`config.mk`:
```
export PLATFORM = sky130hd
export DESIGN_NAME = cnn_result_argmax
export DESIGN_NICKNAME = d
export VERILOG_FILES = /design/src/rtl/cnn_result_argmax.sv
export SDC_FILE = /design/constraint.sdc
export NUM_CORES = 1
export LEC_CHECK = 0
export ABC_AREA = 0
export CORE_MARGIN = 2
export CORE_UTILIZATION = 52
export CTS_CLUSTER_SIZE = 24
export DETAILED_ROUTE_END_ITERATION = 8
export GPL_TIMING_DRIVEN = 1
export PLACE_DENSITY = 0.8
export SLEW_MARGIN = 30
export SYNTH_ARGS = -nofsm -noshare
export SYNTH_HDL_FRONTEND = slang
export SYNTH_SLANG_ARGS = --single-unit
```
`constraint.sdc`:
```
create_clock -name clk -period 4.4 [get_ports clk]
set_input_delay 1.32 -clock clk [delete_from_list [all_inputs] [get_ports clk]]
set_output_delay 1.32 -clock clk [all_outputs]
set_load 0.03 [all_outputs]
```
`src/rtl/cnn_result_argmax.sv`:
```
// Joins the five per-class CNN score streams into one vector and emits the argmax class.
// Optional feature macro CNN_RESULT_SCORE_EN: also drive the winning score on result_score_TDATA.
module cnn_result_argmax #(
   parameter int PIXEL_BIT_WIDTH = 12,
   parameter int COUNT_BITWIDTH  = 16
) (
   input  logic                       clk,
   input  logic                       reset,
   input  logic [PIXEL_BIT_WIDTH-1:0] cnn_output_0_TDATA,
   input  logic                       cnn_output_0_TVALID,
   output logic                       cnn_output_0_TREADY,
   input  logic [PIXEL_BIT_WIDTH-1:0] cnn_output_1_TDATA,
   input  logic                       cnn_output_1_TVALID,
   output logic                       cnn_output_1_TREADY,
   input  logic [PIXEL_BIT_WIDTH-1:0] cnn_output_2_TDATA,
   input  logic                       cnn_output_2_TVALID,
   output logic                       cnn_output_2_TREADY,
   input  logic [PIXEL_BIT_WIDTH-1:0] cnn_output_3_TDATA,
   input  logic                       cnn_output_3_TVALID,
   output logic                       cnn_output_3_TREADY,
   input  logic [PIXEL_BIT_WIDTH-1:0] cnn_output_4_TDATA,
   input  logic                       cnn_output_4_TVALID,
   output logic                       cnn_output_4_TREADY,
   output logic [2:0]                 result_class_TDATA,
   output logic [PIXEL_BIT_WIDTH-1:0] result_score_TDATA,
   output logic                       result_TVALID,
   input  logic                       result_TREADY,
   output logic [COUNT_BITWIDTH-1:0]  result_count
);

   localparam int NUM_CH = 5;
   localparam logic [COUNT_BITWIDTH-1:0] COUNT_ONE = {{(COUNT_BITWIDTH-1){1'b0}}, 1'b1};

   typedef enum logic [1:0] {
      COLLECT = 2'd0,
      COMPARE = 2'd1,
      HOLD    = 2'd2
   } state_t;

   state_t state_r;
   state_t state_next_s;

   logic [NUM_CH-1:0]                 tvalid_s;
   logic [NUM_CH-1:0]                 tready_s;
   logic [NUM_CH-1:0]                 capture_s;
   logic [NUM_CH-1:0]                 flags_next_s;
   logic [NUM_CH-1:0]                 captured_r;
   logic                              all_captured_s;
   logic                              result_fire_s;
   logic                              last_compare_s;

   logic signed [PIXEL_BIT_WIDTH-1:0] tdata_s [NUM_CH];
   logic signed [PIXEL_BIT_WIDTH-1:0] hold_r  [NUM_CH];
   logic signed [PIXEL_BIT_WIDTH-1:0] best_r;
   logic signed [PIXEL_BIT_WIDTH-1:0] best0_s;
   logic signed [PIXEL_BIT_WIDTH-1:0] cand_s;
   logic signed [PIXEL_BIT_WIDTH-1:0] final_score_s;
   logic [2:0]                        best_idx_r;
   logic [2:0]                        idx_r;
   logic [2:0]                        final_idx_s;

   logic                              result_valid_r;
   logic [2:0]                        result_class_r;
   logic [PIXEL_BIT_WIDTH-1:0]        result_score_r;
   logic [COUNT_BITWIDTH-1:0]         result_count_r;

   assign tdata_s[0] = cnn_output_0_TDATA;
   assign tdata_s[1] = cnn_output_1_TDATA;
   assign tdata_s[2] = cnn_output_2_TDATA;
   assign tdata_s[3] = cnn_output_3_TDATA;
   assign tdata_s[4] = cnn_output_4_TDATA;

   assign tvalid_s = {cnn_output_4_TVALID, cnn_output_3_TVALID, cnn_output_2_TVALID,
                      cnn_output_1_TVALID, cnn_output_0_TVALID};

   assign cnn_output_0_TREADY = tready_s[0];
   assign cnn_output_1_TREADY = tready_s[1];
   assign cnn_output_2_TREADY = tready_s[2];
   assign cnn_output_3_TREADY = tready_s[3];
   assign cnn_output_4_TREADY = tready_s[4];

   assign result_class_TDATA = result_class_r;
   assign result_score_TDATA = result_score_r;
   assign result_TVALID      = result_valid_r;
   assign result_count       = result_count_r;

   // Input handshake decode: ready depends only on state and capture flags.
   always_comb begin
      tready_s = {NUM_CH{1'b0}};
      if (state_r == COLLECT) begin
         tready_s = ~captured_r;
      end else begin
         tready_s = {NUM_CH{1'b0}};
      end
   end

   assign capture_s      = tvalid_s & tready_s;
   assign flags_next_s   = captured_r | capture_s;
   assign all_captured_s = &flags_next_s;
   assign result_fire_s  = result_valid_r & result_TREADY;
   assign last_compare_s = (state_r == COMPARE) && (idx_r == 3'd4);

   // Candidate selection and one signed compare step; ties keep the lower index.
   always_comb begin
      cand_s        = hold_r[0];
      final_idx_s   = best_idx_r;
      final_score_s = best_r;
      best0_s       = hold_r[0];
      case (idx_r)
         3'd1:    cand_s = hold_r[1];
         3'd2:    cand_s = hold_r[2];
         3'd3:    cand_s = hold_r[3];
         3'd4:    cand_s = hold_r[4];
         default: cand_s = hold_r[0];
      endcase
      if (cand_s > best_r) begin
         final_idx_s   = idx_r;
         final_score_s = cand_s;
      end else begin
         final_idx_s   = best_idx_r;
         final_score_s = best_r;
      end
      // Score 0 may arrive on the very edge that completes the vector.
      if (capture_s[0]) begin
         best0_s = tdata_s[0];
      end else begin
         best0_s = hold_r[0];
      end
   end

   // State register.
   always_ff @(posedge clk) begin
      if (reset) begin
         state_r <= COLLECT;
      end else begin
         state_r <= state_next_s;
      end
   end

   // Next-state decode.
   always_comb begin
      state_next_s = state_r;
      case (state_r)
         COLLECT: begin
            if (all_captured_s) begin
               state_next_s = COMPARE;
            end else begin
               state_next_s = COLLECT;
            end
         end
         COMPARE: begin
            if (idx_r == 3'd4) begin
               state_next_s = HOLD;
            end else begin
               state_next_s = COMPARE;
            end
         end
         HOLD: begin
            if (result_fire_s) begin
               state_next_s = COLLECT;
            end else begin
               state_next_s = HOLD;
            end
         end
         default: state_next_s = COLLECT;
      endcase
   end

   // Capture registers, flags and running argmax.
   always_ff @(posedge clk) begin
      if (reset) begin
         captured_r <= {NUM_CH{1'b0}};
         best_r     <= '0;
         best_idx_r <= 3'd0;
         idx_r      <= 3'd0;
         for (int k = 0; k < NUM_CH; k++) begin
            hold_r[k] <= '0;
         end
      end else begin
         case (state_r)
            COLLECT: begin
               for (int k = 0; k < NUM_CH; k++) begin
                  if (capture_s[k]) begin
                     hold_r[k] <= tdata_s[k];
                  end
               end
               captured_r <= flags_next_s;
               if (all_captured_s) begin
                  best_r     <= best0_s;
                  best_idx_r <= 3'd0;
                  idx_r      <= 3'd1;
               end
            end
            COMPARE: begin
               best_r     <= final_score_s;
               best_idx_r <= final_idx_s;
               idx_r      <= idx_r + 3'd1;
            end
            HOLD: begin
               if (result_fire_s) begin
                  captured_r <= {NUM_CH{1'b0}};
               end
            end
            default: begin
               captured_r <= {NUM_CH{1'b0}};
            end
         endcase
      end
   end

   // Result channel and delivered-result counter.
   always_ff @(posedge clk) begin
      if (reset) begin
         result_valid_r <= 1'b0;
         result_class_r <= 3'd0;
         result_score_r <= '0;
         result_count_r <= '0;
      end else if (last_compare_s) begin
         result_valid_r <= 1'b1;
         result_class_r <= final_idx_s;
`ifdef CNN_RESULT_SCORE_EN
         result_score_r <= final_score_s;
`else
         result_score_r <= '0;
`endif
      end else if (result_fire_s) begin
         result_valid_r <= 1'b0;
         result_count_r <= result_count_r + COUNT_ONE;
      end
   end

endmodule

```
==> impl_metrics.csv, run 1 <==
group,metric,value,unit
status,result_of_the_run,"completed",
global_route,first_global_vias,3936,
synth,ys_top_cells_by_area,"sky130_fd_sc_hd__edfxtp_1, sky130_fd_sc_hd__dfxtp_1, sky130_fd_sc_hd__and2_1",
clock_tree,cts_post_setup_buffers_inserted,0,
placement,place_area,6320,um2
die,ios,105,
critical_path,required_time_worst_endpoint,4.66,ns
critical_path,worstSetupEndpointType,"flip-flop",
critical_path,crit_path_frequent_cell,"sky130_fd_sc_hd__ha_1",
sta,hold_violations,0,
critical_path,crit_buf_inv,2,
global_route,grt_antenna_before_repair,0,
sta,fin_crit_sh,93.4,%
synth,synth.distinct_cells,51,
sta,hold_slack,0.481,ns
clock_tree,clk_root_buffer_cell,"sky130_fd_sc_hd__clkbuf_8",
detailed_routing,detailroute.via_count,4025,
detailed_routing,ant_nets,0,
clock_tree,worst_skew_pair.late_latency,0.38,ns
die,design.die.area,11100,um2
detailed_routing,routedWlPerCell,16.5,um
worst_hold_path,worst_hold_path.num_cells,2,
synth,ys.warnings.count,0,
detailed_routing,drc,0,
clock_tree,cts_inserted_buffers,9,
critical_path,ff2ff_path_depth,13,
critical_path,path_cells,"inv_1 -> ha_1 -> nor3_1 -> o21a_1 -> mux2_2 -> ha_1 -> nand4_1 -> or2_1 -> a221oi_1 -> a311oi_4 -> a21oi_2 -> buf_4 -> mux2_1",
placement,place.detailed.instances,717,
sta,slew_headroom,38.6,%
clock_tree,postCtsHoldBufs,0,
die,coreArea,10100,um2
clock_tree,cts.reportedPaths.clkPinSlew,0.09,ns
finish,design.final.nets,678,
critical_path,critPathKind,"flip-flop to flip-flop",
global_route,first_pass_grt_wire_length,19600,um
detailed_routing,post_drt_via_cell_ratio,5.49,
die,die_x,105,um
die,initial_utilization,52.8,%
global_route,track_usage,22.7,%
power,power.share.sequential,51.3,%
sta,timing.clock.skew,0.0136,ns
synth,synth_seq_area_share,50.5,%
power,internal-power,1.66,mW
finish,final_core_utilization,64.5,%
synth,area_leader_netlist,"sky130_fd_sc_hd__edfxtp_1",
finish,layout_cell_share_with_drive_strength_beyond_1,7.37,%
sta,tightest_slew,0.920,ns
worst_hold_path,timing.hold.worst.class,"flip-flop to flip-flop",
synth,avgSynthCellArea,10.5,um2
synth,synthesis.area,5350,um2
sta,totalNegativeSetupSlack,0,ns
detailed_routing,detail_route.wirelength,12100,um
power,power,2.27,mW
sta,timing.final.ws_setup,0.289,ns
synth,synth_enable_flop_cells,60,
synth,synth-async-reset-ratio,0,%
power,power.switching,0.611,mW
sta,grt_setup_unrepaired,"no",
placement,dp_hpwl,8790,um
detailed_routing,drt_iter0_drc,240,
synth,postSynthRegisterBits,105,
run,drv_cap,0,
global_route,grt_start_max_net_pins,61,
critical_path,crit_slowest_cell,"sky130_fd_sc_hd__o21a_1",
global_route,grt_overflow_total,0,
critical_path,critPathMaxStageDelay,0.51,ns
synth,yosysTopAreaCellShare,33.7,%
power,worst_ir_drop_on_vdd,0.000155,V
critical_path,critical_path.max_fanout,13,
sta,fmaxAchievable,0.243,GHz
power,cellLeakagePower,2.44,nW
clock_tree,cts.repair.resized,0,
sta,post-route-min-period,4.11,ns
synth,synth-main-ff-cell,"sky130_fd_sc_hd__edfxtp_1",
finish,stdcell_area,6540,um2
sta,slew_violations,0,
critical_path,path_depth,13,
critical_path,critPathLaunchType,"flip-flop",
critical_path,timing.critical_path.arrival,4.37,ns
clock_tree,cts.htree.levels,3,
power,power_frac_comb,20.2,%
die,fp-row-count,37,
die,die_height,105,um
synth,synthesis.instances,511,
clock_tree,tritoncts_clock_tree,"built",
power,power_density,347,nW/um2
finish,flow.area_growth_from_synthesis,22.3,%
sta,finalSetupViolCount,0,
detailed_routing,drt_first_pass_iters,5,
clock_tree,cts-root-to-sink-buffers,2,
clock_tree,cts.sink_count,105,
finish,antenna_cells,0,
placement,number_of_port_buffers,92,
power,pwr-share-clk,28.5,%
power,power.share.switching,26.9,%
placement,finalWeightedCongestion,0.832,
placement,dp_worst_setup_slack,0.332,ns
critical_path,critical_path.top_delay_family,"compound AO/OA/AOI/OAI gates",
finish,post_layout_nonfiller_instances,733,
finish,filler_cell_count_in_the_final_layout,811,
==> state kept, by name (all words and copies together) (netlist names) <==
name	count
best_idx_r	3
best_r	12
captured_r	5
hold_r	60
idx_r	3
result_TVALID	1
result_class_TDATA	3
result_count	16
state_r	2
==> worst min-delay path: cells and delay by family (launching register included) <==
family,cells,cell delay [ns]
muxes,1,0.06
and+or+nand+nor,1,0.06
DFF,1,0.33
==> layer usage <==
metal / vias to the layer above / GRT usage (%) / wire length [um]
li1: 1966 / - / -
met1: 1885 / 30.0 / 5310
met2: 153 / 37.4 / 5780
met3: 21 / 3.28 / 706
met4: 0 / 9.71 / 280
met5: - / 0 / 0
==> worst paths after layout <==
path              startpoint         to  slack, ns
hold reg to reg    best_r[0]  best_r[0]       0.48
hold / removal     best_r[0]  best_r[0]       0.48
setup reg to reg    idx_r[0]  best_r[6]       0.29
setup / recovery    idx_r[0]  best_r[6]       0.29
==> layout by cell type (no fill, tap or decap), types with 16 or more instances in the layout <==
master	n
sky130_fd_sc_hd__inv_1	22
sky130_fd_sc_hd__nor2_1	48
sky130_fd_sc_hd__ha_1	18
sky130_fd_sc_hd__mux2i_1	16
sky130_fd_sc_hd__a22oi_1	16
sky130_fd_sc_hd__clkdlybuf4s50_1	91
sky130_fd_sc_hd__edfxtp_1	60
sky130_fd_sc_hd__and2_1	60
sky130_fd_sc_hd__nand2_1	19
sky130_fd_sc_hd__dfxtp_1	45
sky130_fd_sc_hd__a21oi_1	20
sky130_fd_sc_hd__o21ai_0	23
==> cell families (layout without fill, tap and decap cells) <==
group           count (synthesis)  in the layout  share of synthesized area, %
compound gates                 98             98                          12.5
xor+xnor                       11             11                          1.80
fa+ha+maj                      18             18                          4.21
buf+inv                        62            137                          5.43
flops                         105            105                          50.5
mux                            38             38                          7.70
other cells                     1             12                        0.0701
simple gates                  178            178                          17.8
==> power groups by stage <==
stage / combinational (mW) / clock [mW] / sequential (mW)
after CTS: 0.458 / 0.659 / 1.16
after detailed placement: 0.455 / 0 / 1.18
after global routing: 0.506 / 0.692 / 1.17
final: 0.459 / 0.648 / 1.16
after global placement: 0.438 / 0 / 1.18
after floorplan: 0.315 / 0 / 1.17
==> cell usage after synthesis, types with 13 or more instances <==
library cell / instances
sky130_fd_sc_hd__a21oi_1: 20
sky130_fd_sc_hd__mux2_2: 13
sky130_fd_sc_hd__nor2_1: 49
sky130_fd_sc_hd__and2_1: 60
sky130_fd_sc_hd__o21ai_0: 23
sky130_fd_sc_hd__clkbuf_1: 21
sky130_fd_sc_hd__buf_4: 13
sky130_fd_sc_hd__edfxtp_1: 60
sky130_fd_sc_hd__nand2_1: 19
sky130_fd_sc_hd__a22oi_1: 16
sky130_fd_sc_hd__inv_1: 22
sky130_fd_sc_hd__a211oi_1: 14
sky130_fd_sc_hd__mux2i_1: 16
sky130_fd_sc_hd__dfxtp_1: 45
sky130_fd_sc_hd__ha_1: 18
==> final cells by class <==
| cell class | instances | area, um2 | share of cell area (%) |
|---|---|---|---|
| Clock inverter | 7 | 92.6 | 1.42 |
| Sequential cell | 105 | 2700 | 41.3 |
| Timing Repair Buffer | 99 | 968 | 14.8 |
| Inverter | 22 | 82.6 | 1.26 |
| Clock buffer | 9 | 124 | 1.89 |
| Tap cell | 136 | 170 | 2.60 |
| Multi-Input combinational cell | 355 | 2400 | 36.7 |
Power figures use the tool's default switching activity.
==> run 2: changes to the inputs <==
--- a/config.mk
+++ b/config.mk
@@ -16,3 +16,4 @@
 export SYNTH_ARGS = -nofsm -noshare
 export SYNTH_HDL_FRONTEND = slang
 export SYNTH_SLANG_ARGS = --single-unit
+export TNS_END_PERCENT = 10
==> results of run 2 <==
Final layout, timing and power as in run 1 (identical DEF).
==> run 3: changes to the inputs <==
--- a/config.mk
+++ b/config.mk
@@ -6,7 +6,6 @@
 export NUM_CORES = 1
 export LEC_CHECK = 0
 export ABC_AREA = 0
-export CORE_MARGIN = 2
 export CORE_UTILIZATION = 52
 export CTS_CLUSTER_SIZE = 24
 export DETAILED_ROUTE_END_ITERATION = 8
==> run 3 against run 2 <==
Critical endpoint is now best_r[11]. Cell count decreased by 0.27%. Count of clock-buffer cells in the layout increased by 1. Sequential cell count is the same. Combinational power is 1% lower. Sequential share of layout area shrank 0.15 points. Critical path type unchanged. Via count decreased by 1.4%. Total power rose by 1.8%. Global-route usage up 0.69 points. Largest cell class unchanged.
==> impl_metrics.csv, run 3 (same netlist as run 1, synthesis figures left out) <==
group,metric,value,unit
global_route,grt_start_max_net_pins,61,
power,power,2.31,mW
die,die_x,103,um
clock_tree,worst_skew_pair.late_latency,0.39,ns
sta,tightest_slew,0.876,ns
detailed_routing,ant_nets,0,
critical_path,timing.critical_path.arrival,4.40,ns
status,result_of_the_run,"completed",
clock_tree,tritoncts_clock_tree,"built",
power,power_density,352,nW/um2
finish,final_core_utilization,66.5,%
clock_tree,cts.reportedPaths.clkPinSlew,0.11,ns
global_route,first_global_vias,3859,
sta,grt_setup_unrepaired,"no",
finish,final_cell_mix,"sky130_fd_sc_hd__clkdlybuf4s50_1, sky130_fd_sc_hd__and2_1, sky130_fd_sc_hd__edfxtp_1",
power,worst_ir_drop_on_vdd,0.000192,V
run,drv_cap,0,
critical_path,worstSetupEndpointType,"flip-flop",
critical_path,critPathLaunchType,"flip-flop",
sta,fin_crit_sh,94.1,%
worst_hold_path,timing.hold.worst.class,"flip-flop to flip-flop",
global_route,grt_antenna_before_repair,0,
finish,post_layout_nonfiller_instances,731,
detailed_routing,detail_route.wirelength,11800,um
detailed_routing,drt_first_pass_iters,4,
finish,design.final.nets,679,
global_route,first_pass_grt_wire_length,18700,um
critical_path,critPathKind,"flip-flop to flip-flop",
detailed_routing,routedWlPerCell,16.1,um
power,cellLeakagePower,2.46,nW
clock_tree,cts-root-to-sink-buffers,2,
sta,slew_violations,0,
finish,largest_reg_flops,60,
die,design.die.area,10700,um2
clock_tree,postCtsHoldBufs,0,
sta,post-route-min-period,4.14,ns
detailed_routing,post_drt_via_cell_ratio,5.43,
global_route,grt_overflow_total,0,
clock_tree,clk_root_buffer_cell,"sky130_fd_sc_hd__clkbuf_8",
detailed_routing,drt_iter0_drc,125,
clock_tree,cts.sink_count,105,
critical_path,critical_path.max_fanout,13,
sta,slew_headroom,41.5,%
placement,finalWeightedCongestion,0.869,
finish,filler_cell_count_in_the_final_layout,781,
global_route,track_usage,23.4,%
die,ios,105,
sta,fmaxAchievable,0.242,GHz
clock_tree,cts.repair.resized,0,
clock_tree,cts.htree.levels,3,
finish,antenna_cells,0,
clock_tree,cts_post_setup_buffers_inserted,0,
die,coreArea,9860,um2
sta,hold_slack,0.477,ns
detailed_routing,detailroute.via_count,3968,
finish,largest_register,"hold_r",
placement,dp_hpwl,8740,um
clock_tree,cts_inserted_buffers,9,
finish,most_common_library_cell_in_the_layout_ignoring_fill_and_taps,"sky130_fd_sc_hd__clkdlybuf4s50_1",
sta,finalSetupViolCount,0,
critical_path,required_time_worst_endpoint,4.66,ns
die,initial_utilization,54.2,%
placement,place.detailed.instances,715,
sta,totalNegativeSetupSlack,0,ns
sta,timing.clock.skew,0.0160,ns
detailed_routing,drc,0,
die,fp-row-count,36,
placement,number_of_port_buffers,92,
sta,hold_violations,0,
finish,layout_cell_share_with_drive_strength_beyond_1,8.03,%
die,die_height,103,um
finish,flow.area_growth_from_synthesis,22.7,%
run 3: cell count changes in the layout (fill, tap and decap cells not counted):
cell	delta
sky130_fd_sc_hd__inv_8	+1
sky130_fd_sc_hd__nand2b_2	+1
sky130_fd_sc_hd__clkinv_4	-1
sky130_fd_sc_hd__clkbuf_8	+1
sky130_fd_sc_hd__inv_6	+1
sky130_fd_sc_hd__clkinv_1	-2
sky130_fd_sc_hd__buf_4	+1
sky130_fd_sc_hd__nand2b_1	-1
run 3: area by class of cell:
cell class | instances | area (um2) | area share [%]
repair buffers | 100 | 976 | 14.9
well taps | 133 | 166 | 2.54
multi-input cells | 355 | 2400 | 36.6
clock buffers | 10 | 138 | 2.10
inverters | 22 | 82.6 | 1.26
flip-flops and latches | 105 | 2700 | 41.2
clock inverters | 6 | 96.3 | 1.47
run 3: power breakdown:
group | switching, mW | leakage [nW] | internal [mW]
logic | 0.241 | 1.34 | 0.212
registers | 0.0352 | 1.00 | 1.13
clock network | 0.351 | 0.115 | 0.344
run 3: routing by layer:
metal	global-route usage [%]	wire, um
met1	30.1	5350
met2	39.4	5610
met3	4.84	569
met4	8.23	241
met5	0	0
run 3: worst max-delay path, stage by stage (launching register included):
cell,delay (ns)
sky130_fd_sc_hd__dfxtp_1,0.48
sky130_fd_sc_hd__inv_1,0.11
sky130_fd_sc_hd__ha_1,0.37
sky130_fd_sc_hd__nor3_1,0.20
sky130_fd_sc_hd__o21a_1,0.52
sky130_fd_sc_hd__mux2_2,0.42
sky130_fd_sc_hd__ha_1,0.32
sky130_fd_sc_hd__nand4_1,0.11
sky130_fd_sc_hd__or2_1,0.27
sky130_fd_sc_hd__a221oi_1,0.41
sky130_fd_sc_hd__a311oi_4,0.09
sky130_fd_sc_hd__a21oi_2,0.14
sky130_fd_sc_hd__buf_4,0.22
sky130_fd_sc_hd__mux2_1,0.34
run 3: worst paths after layout:
path / cells after the start / slack, ns / from / endpoint
setup / recovery: 13 / 0.26 / idx_r[0] / best_r[11]
setup reg to reg: 13 / 0.26 / idx_r[0] / best_r[11]
hold reg to reg: 2 / 0.48 / best_r[0] / best_r[0]
hold / removal: 2 / 0.48 / best_r[0] / best_r[0]
run 3: per-stage QoR:
step / setup WS (ns) / instance area, um2
global placement: 0.462 / 6330
CTS: 0.282 / 6560
floorplan: 0.528 / 5390
finish: 0.261 / 6560
global route: 0.00462 / 6560
detailed placement: 0.321 / 6330
